===== src/rtl/serial_subtractor.sv =====
// serial_subtractor: bit-serial WIDTH-bit subtractor, diff = a - b, LSB first.
// One full-subtractor cell and a borrow flop handle one bit per clock.
//
// Optional feature macro: SERIAL_SUB_OVF_EN (adds the signed overflow output ovf).
//
// Ports:
//   clk   - rising-edge clock
//   rst   - synchronous active-high reset
//   start - operation request, sampled only in IDLE
//   a, b  - minuend / subtrahend, captured on the accepting edge
//   busy  - high while bits are being processed (SHIFT)
//   done  - one-cycle pulse; diff/bout (and ovf) valid from this cycle on
//   diff  - (a - b) mod 2^WIDTH
//   bout  - final borrow, 1 iff a < b (unsigned)
//   ovf   - signed two's-complement overflow (only with SERIAL_SUB_OVF_EN)
module serial_subtractor #(
  parameter int unsigned WIDTH = 8
) (
  input  logic             clk,
  input  logic             rst,
  input  logic             start,
  input  logic [WIDTH-1:0] a,
  input  logic [WIDTH-1:0] b,
  output logic             busy,
  output logic             done,
  output logic [WIDTH-1:0] diff,
  output logic             bout
`ifdef SERIAL_SUB_OVF_EN
  ,
  output logic             ovf
`endif
);

  localparam int unsigned CntW = (WIDTH > 1) ? $clog2(WIDTH) : 1;
  localparam logic [CntW-1:0] LastCnt = CntW'(WIDTH - 1);

  typedef enum logic [1:0] {
    StIdle  = 2'd0,
    StShift = 2'd1,
    StDone  = 2'd2
  } state_e;

  state_e state_q, state_d;

  logic [WIDTH-1:0] a_q, a_d;
  logic [WIDTH-1:0] b_q, b_d;
  logic [WIDTH-1:0] res_q, res_d;
  logic [CntW-1:0]  cnt_q, cnt_d;
  logic             br_q, br_d;
  logic             bout_q, bout_d;
`ifdef SERIAL_SUB_OVF_EN
  logic             ovf_q, ovf_d;
`endif

  // Full-subtractor cell on the current LSBs.
  logic a0, b0, d_bit, br_next, last_bit;

  assign a0       = a_q[0];
  assign b0       = b_q[0];
  assign d_bit    = a0 ^ b0 ^ br_q;
  assign br_next  = (~a0 & b0) | (~(a0 ^ b0) & br_q);
  assign last_bit = (cnt_q == LastCnt);

  // State register.
  always_ff @(posedge clk) begin
    if (rst) begin
      state_q <= StIdle;
    end else begin
      state_q <= state_d;
    end
  end

  // Next-state logic.
  always_comb begin
    state_d = state_q;
    unique case (state_q)
      StIdle:  if (start) state_d = StShift;
      StShift: if (last_bit) state_d = StDone;
      StDone:  state_d = StIdle;
      default: state_d = StIdle;
    endcase
  end

  // Outputs depend only on flops, so no input reaches an output combinationally.
  always_comb begin
    busy = (state_q == StShift);
    done = (state_q == StDone);
    diff = res_q;
    bout = bout_q;
`ifdef SERIAL_SUB_OVF_EN
    ovf  = ovf_q;
`endif
  end

  // Datapath next-state.
  always_comb begin
    a_d    = a_q;
    b_d    = b_q;
    res_d  = res_q;
    cnt_d  = cnt_q;
    br_d   = br_q;
    bout_d = bout_q;
`ifdef SERIAL_SUB_OVF_EN
    ovf_d  = ovf_q;
`endif
    unique case (state_q)
      StIdle: begin
        if (start) begin
          a_d   = a;
          b_d   = b;
          br_d  = 1'b0;
          cnt_d = '0;
        end
      end
      StShift: begin
        a_d   = a_q >> 1;
        b_d   = b_q >> 1;
        res_d = {d_bit, res_q[WIDTH-1:1]};
        br_d  = br_next;
        if (last_bit) begin
          cnt_d  = '0;
          bout_d = br_next;
`ifdef SERIAL_SUB_OVF_EN
          // On the final bit a0/b0 are the operand sign bits and d_bit the result sign.
          ovf_d  = (a0 != b0) && (d_bit != a0);
`endif
        end else begin
          cnt_d = cnt_q + CntW'(1);
        end
      end
      default: ;
    endcase
  end

  always_ff @(posedge clk) begin
    if (rst) begin
      a_q    <= '0;
      b_q    <= '0;
      res_q  <= '0;
      cnt_q  <= '0;
      br_q   <= 1'b0;
      bout_q <= 1'b0;
    end else begin
      a_q    <= a_d;
      b_q    <= b_d;
      res_q  <= res_d;
      cnt_q  <= cnt_d;
      br_q   <= br_d;
      bout_q <= bout_d;
    end
  end

`ifdef SERIAL_SUB_OVF_EN
  always_ff @(posedge clk) begin
    if (rst) begin
      ovf_q <= 1'b0;
    end else begin
      ovf_q <= ovf_d;
    end
  end
`endif

endmodule


===== config.mk =====
export PLATFORM = sky130hd
export DESIGN_NAME = serial_subtractor
export DESIGN_NICKNAME = d
export VERILOG_FILES = /design/src/rtl/serial_subtractor.sv
export SDC_FILE = /design/constraint.sdc
export NUM_CORES = 1
export LEC_CHECK = 0
export ABC_AREA = 1
export ABC_CLOCK_PERIOD_IN_PS = 1600
export CORE_MARGIN = 3
export CORE_UTILIZATION = 30
export DETAILED_ROUTE_END_ITERATION = 12
export GPL_TIMING_DRIVEN = 0
export PLACE_DENSITY = 0.59
export SYNTH_ARGS = -nofsm -noshare
export SYNTH_HDL_FRONTEND = slang
export SYNTH_SLANG_ARGS = --single-unit

===== constraint.sdc =====
create_clock -name clk -period 1.6 [get_ports clk]
set_input_delay 0.24 -clock clk [delete_from_list [all_inputs] [get_ports clk]]
set_output_delay 0.24 -clock clk [all_outputs]
set_load 0.005 [all_outputs]

---- Yosys cells after proc, flatten, opt, wreduce, memory -nomap -nowiden ----
Cells that the tools add are included.
word-level totals
  bits in registers ....................... 31
  output and inout port bits .............. 11
  bits of input ports ..................... 19
  word-level logic and storage cells ...... 37
operators by class
  eq/ne operators ......................... 5
  reductions and logical operators ........ 5
  bitwise logic cells ..................... 7
  muxes and demuxes ....................... 12
  add/sub/neg operators ................... 1
operators by type and width
  cell                                           count
  one-hot mux 8 bit (2 select lines)             2
  two-way mux 8 bit                              2
  two-way mux 3 bit                              2
  one-hot mux 3 bit (2 select lines)             1
  AND reduction 2 bit                            3
  two-way mux 2 bit                              2
  one-hot mux 2 bit (2 select lines)             1
  adder 3 x 1 -> 3 bit, second input constant    1
  == test 3 bit, second input constant           1
  bitwise AND 1 bit                              2
  == test 2 x 1 -> 1 bit, second input constant  1
  == test 2 bit, second input constant           1
  zero test 2 bit                                1
  != test 2 x 1 -> 1 bit, second input constant  1
  != test 2 bit, second input constant           1
  inverter 1 bit                                 2
  one-hot mux 1 bit (2 select lines)             1
  nonzero test 2 bit                             1
  bitwise XOR 1 bit                              2
  two-way mux 1 bit                              1
  OR 1 bit                                       1

---- Logic depth before layout (Yosys ltp) ----
Gate-level depths: netlist of the first run.
  depth in word-level cells ............... 5
  gate-level depth with buffers ........... 7
  mapped depth without buffers ............ 7

---- Worst setup path before layout of the first run ----
No wires, ideal clock.
  kind .................................... flip-flop to flip-flop
  start ................................... register br_q
  end ..................................... register res_q[7], in the netlist diff[7]
  arrival ................................. 0.951 ns
  stages on the path, launching flop included .. 5
  setup slack ............................. 0.536 ns
  path buffers ............................ 0
  setup time .............................. 0.113 ns
  data required time ...................... 1.487 ns
  period minus slack after synthesis ...... 1.064 ns
  cell sequence ........................... dfxtp_1 > inv_1 > fa_1 > o21ai_1 > nor2_1
between the ends
  cells in the longest elaborated chain, start to end .. 1
ends and longest elaborated chain
  element                 RTL line  RTL
  from (decl)             49        logic br_q, br_d;
  from (signal assigned)  148       br_q <= br_d;
  bitwise XOR 1 bit       60        assign d_bit = a0 ^ b0 ^ br_q;
  named net d_bit         56        logic a0, b0, d_bit, br_next, last_bit;
  to (signal assigned)    146       res_q <= res_d;
  to (decl)               47        logic [WIDTH-1:0] res_q, res_d;
The timed path passes the listed nets, and every way through them passes these cells.
A chain may end at the register's enable or synchronous reset.

---- Worst setup path after layout of the first run ----
  start ................................... register state_q[1]
  end ..................................... output done
between the ends
  cells in the longest elaborated chain, start to end .. 1
ends and longest elaborated chain
  element                 RTL line  RTL
  from (decl)             43        state_e state_q, state_d;
  from (signal assigned)  67        state_q <= StIdle;
  from (signal assigned)  69        state_q <= state_d;
  == test 2 bit           87        done = (state_q == StDone);
  to (decl)               25        output logic done,
No other way between the ends.

==> impl_metrics.py, run 1 <==
metrics = {
    "outcome": {
        "status": "finished, final reports clean",
    },
    "placement": {
        "io_buffers": 28,
        "postPlaceCellArea_sq_um": 1880,
        "dp_hpwl_microns": 2240,
        "pre_cts_slack_ps": -9.88,
        "gp_congestion": 0.731,
    },
    "logic_synthesis": {
        "synth_top_family_by_area": "simple AND/OR/NAND/NOR gates",
        "synth_warnings": 0,
        "syn-num-nets": 243,
        "synth.area.top_cells": "dfxtp_1, nand2_1, nor2_1, nand3_1, inv_1",
        "synth-seq-cells": 31,
        "synth_xor_area_frac": 0,
        "syn_inst": 221,
        "avgSynthCellArea_sq_um": 6.87,
        "yosys.area_share.simple": 0.374,
        "synth_cell_types": 19,
        "syn_area_sq_um": 1520,
        "ys_seq_area_frac": 0.409,
        "synth_compound_gate_area_share": 0.0725,
        "yosysTopAreaCellShare": 0.409,
        "synth_area_leader_cell": "dfxtp_1",
        "synth_adder_area_share": 0.0297,
        "synthMuxAreaShare": 0,
    },
    "cells_and_area": {
        "layout_common_cells": "nand2_1, nor2_1, dfxtp_1",
        "final_cell_area_sq_um": 2000,
        "area_growth_pct": 31.5,
        "drive_above_1_share": 0.158,
        "nNetsFinal": 281,
        "fill_cells": 531,
        "antenna_cells": 0,
        "layout_commonest_cell": "nand2_1",
    },
    "setup_path": {
        "rr_startpoint": "state_q[0]$_SDFFE_PP0P_",
        "slowest_delay_ps": 340,
        "cp_num_buf_inv": 2,
        "worstSetupPathType": "reg -> out",
        "startpoint_type": "register",
        "critPathArrivalTime_ps": 1220,
        "r2r_end": "b_q[5]$_SDFFE_PP0P_",
        "cpMaxStageDelayCell": "dfxtp_2",
        "crit_required_ps": 1360,
        "reg2reg_depth": 7,
        "crit_fanout": 17,
        "reg2reg_slack_ps": 300,
        "endpoint_kind": "output port",
        "path_cells": "inv_2, nor2_1, dlygate4sd2_1",
        "crit_family": "buffers and inverters",
    },
    "timing": {
        "period_needed_ps": 1460,
        "tightest_slew_ps": 343,
        "rsz0062_at_grt": "no",
        "setup_violations": 0,
        "skew_ps": 5.32,
        "holdWs_ps": 261,
        "fin_ws_ps": 140,
        "fmax_mhz": 685,
        "setup_tns_ps": 0,
        "report.final.hold_viol_count": 0,
        "slew_headroom": 0.771,
        "slew_viol_final": 0,
        "period_share": 0.912,
    },
    "clocking": {
        "holdBufCountCts": 0,
        "cts-root-buf": "clkbuf_8",
        "cts_inserted_buffers": 5,
        "clkLatencyLatePin_ps": 280,
        "cts_tree": "yes",
        "cts_buffer_depth": 2,
        "cts.clk_slew.worst_paths_ps": 70,
        "cts.sinks": 31,
        "cts_max_level": 2,
    },
    "global_routing": {
        "grt_max_degree": 18,
        "grt_first_pass_wirelength_microns": 5560,
        "grt_pass1_vias": 1212,
        "grt-busiest-layer": "met2",
        "grt_use_met2": 0.177,
        "use_met1": 0.153,
        "groute.usage.overall": 0.116,
        "antenna_found_initial": 0,
        "grt-ovfl-total": 0,
        "grt_use_met3": 0.0352,
    },
    "power_and_ir_drop": {
        "vdd_ir_drop_max_mv": 0.339,
        "p_per_area_nw_per_um2": 912,
        "cellLeakagePower_uw": 0.000916,
        "finalPower_uw": 1820,
    },
    "hold_path": {
        "whs_path_depth": 2,
        "hold_start": "rst",
        "hold_end": "br_q$_SDFFE_PP0P_",
        "hold_path.class": "in -> reg",
    },
    "floorplan": {
        "num_rows": 25,
        "initial_core_util": 0.315,
        "die_w_microns": 77.2,
        "design.core.area_sq_um": 4820,
        "fp.dieH_microns": 77.2,
        "boundaryPins": 30,
        "fp.dieArea_sq_um": 5950,
    },
    "route": {
        "vias": 1362,
        "first_pass_iters": 4,
        "wl_microns": 3230,
        "drcViolationCount": 0,
        "drt_iter0_drc": 54,
        "ant_nets": 0,
        "wl_per_cell_microns": 9.89,
        "via_per_inst": 4.17,
    },
    "job": {
        "max-cap-violations": 0,
    },
}
-- flip-flops by register name (all words and copies together), names as in the netlist --
register,count
a_q,8
cnt_q,3
b_q,8
br_q,1
bout,1
diff,8
state_q,2
-- cells in the mapped netlist (all sizes together) --
cell,count
ha,2
nand3,18
a21oi,6
o21ai,10
nor2,50
dfxtp,31
nand2,70
buf,12
fa,1
inv,21
-- metrics by stage --
stage           util  std cells
6_report       0.415        327
5_1_grt        0.415        327
4_1_cts        0.415        327
3_5_place_dp   0.391        316
3_3_place_gp   0.391        316
2_1_floorplan      -        221
-- logic make-up after synthesis --
| logic type | after synthesis |
|---|---|
| adders and majority gates | 3 |
| DFF | 31 |
| buffers and inverters | 33 |
| and+or+nand+nor | 138 |
| AOI/OAI and AO/OA | 16 |
-- routing by layer --
| metal | vias up | part of all wire | routed length [microns] |
|---|---|---|---|
| met5 | - | 0 | 0 |
| met4 | 0 | 0.013 | 43 |
| met3 | 4 | 0.049 | 158 |
| met2 | 27 | 0.44 | 1440 |
| met1 | 585 | 0.49 | 1590 |
| li1 | 746 | - | - |
-- timing repair --
item                                    4_1_cts  5_1_grt
setup buffers                                 4        0
gates resized for setup                       6        0
endpoints found under the setup margin        2        0
endpoints found under the hold margin         0        0
-- power breakdown --
part           leakage, uW  switching (uW)  internal, uW
Clock            0.0000477             291           297
Sequential        0.000256            31.8           832
Combinational     0.000612             184           185
Total             0.000916             507          1310
-- cell type report --
class / instances / area [sq um] / area share
Tap cell: 67 / 83.8 / 0.0420
Inverter: 21 / 78.8 / 0.0394
Buffer: 11 / 97.6 / 0.0488
Clock buffer: 5 / 68.8 / 0.0344
Timing Repair Buffer: 32 / 308 / 0.154
Clock inverter: 3 / 15.0 / 0.00751
Multi-Input combinational cell: 157 / 723 / 0.362
Sequential cell: 31 / 623 / 0.312
-- worst max path at each step --
stage                             from                    to  slack [ps]  cells past startpoint
4_1_cts        state_q[1]$_SDFFE_PP0P_                  done         120                      3
5_1_grt        state_q[1]$_SDFFE_PP0P_                  done          50                      3
3_3_place_gp   state_q[0]$_SDFFE_PP0P_                  busy          -7                      5
6_report       state_q[1]$_SDFFE_PP0P_                  done         140                      3
2_1_floorplan        br_q$_SDFFE_PP0P_  diff[7]$_SDFFE_PP0N_         540                      4
3_5_place_dp   state_q[0]$_SDFFE_PP0P_                  busy         -10                      5
(Power assumes the default switching activity.)
==> run 2, diff against run 1 <==
CAP_MARGIN = 15   (was unset)
==> results of run 2 <==
Final layout, timing and power as in run 1 (identical DEF).
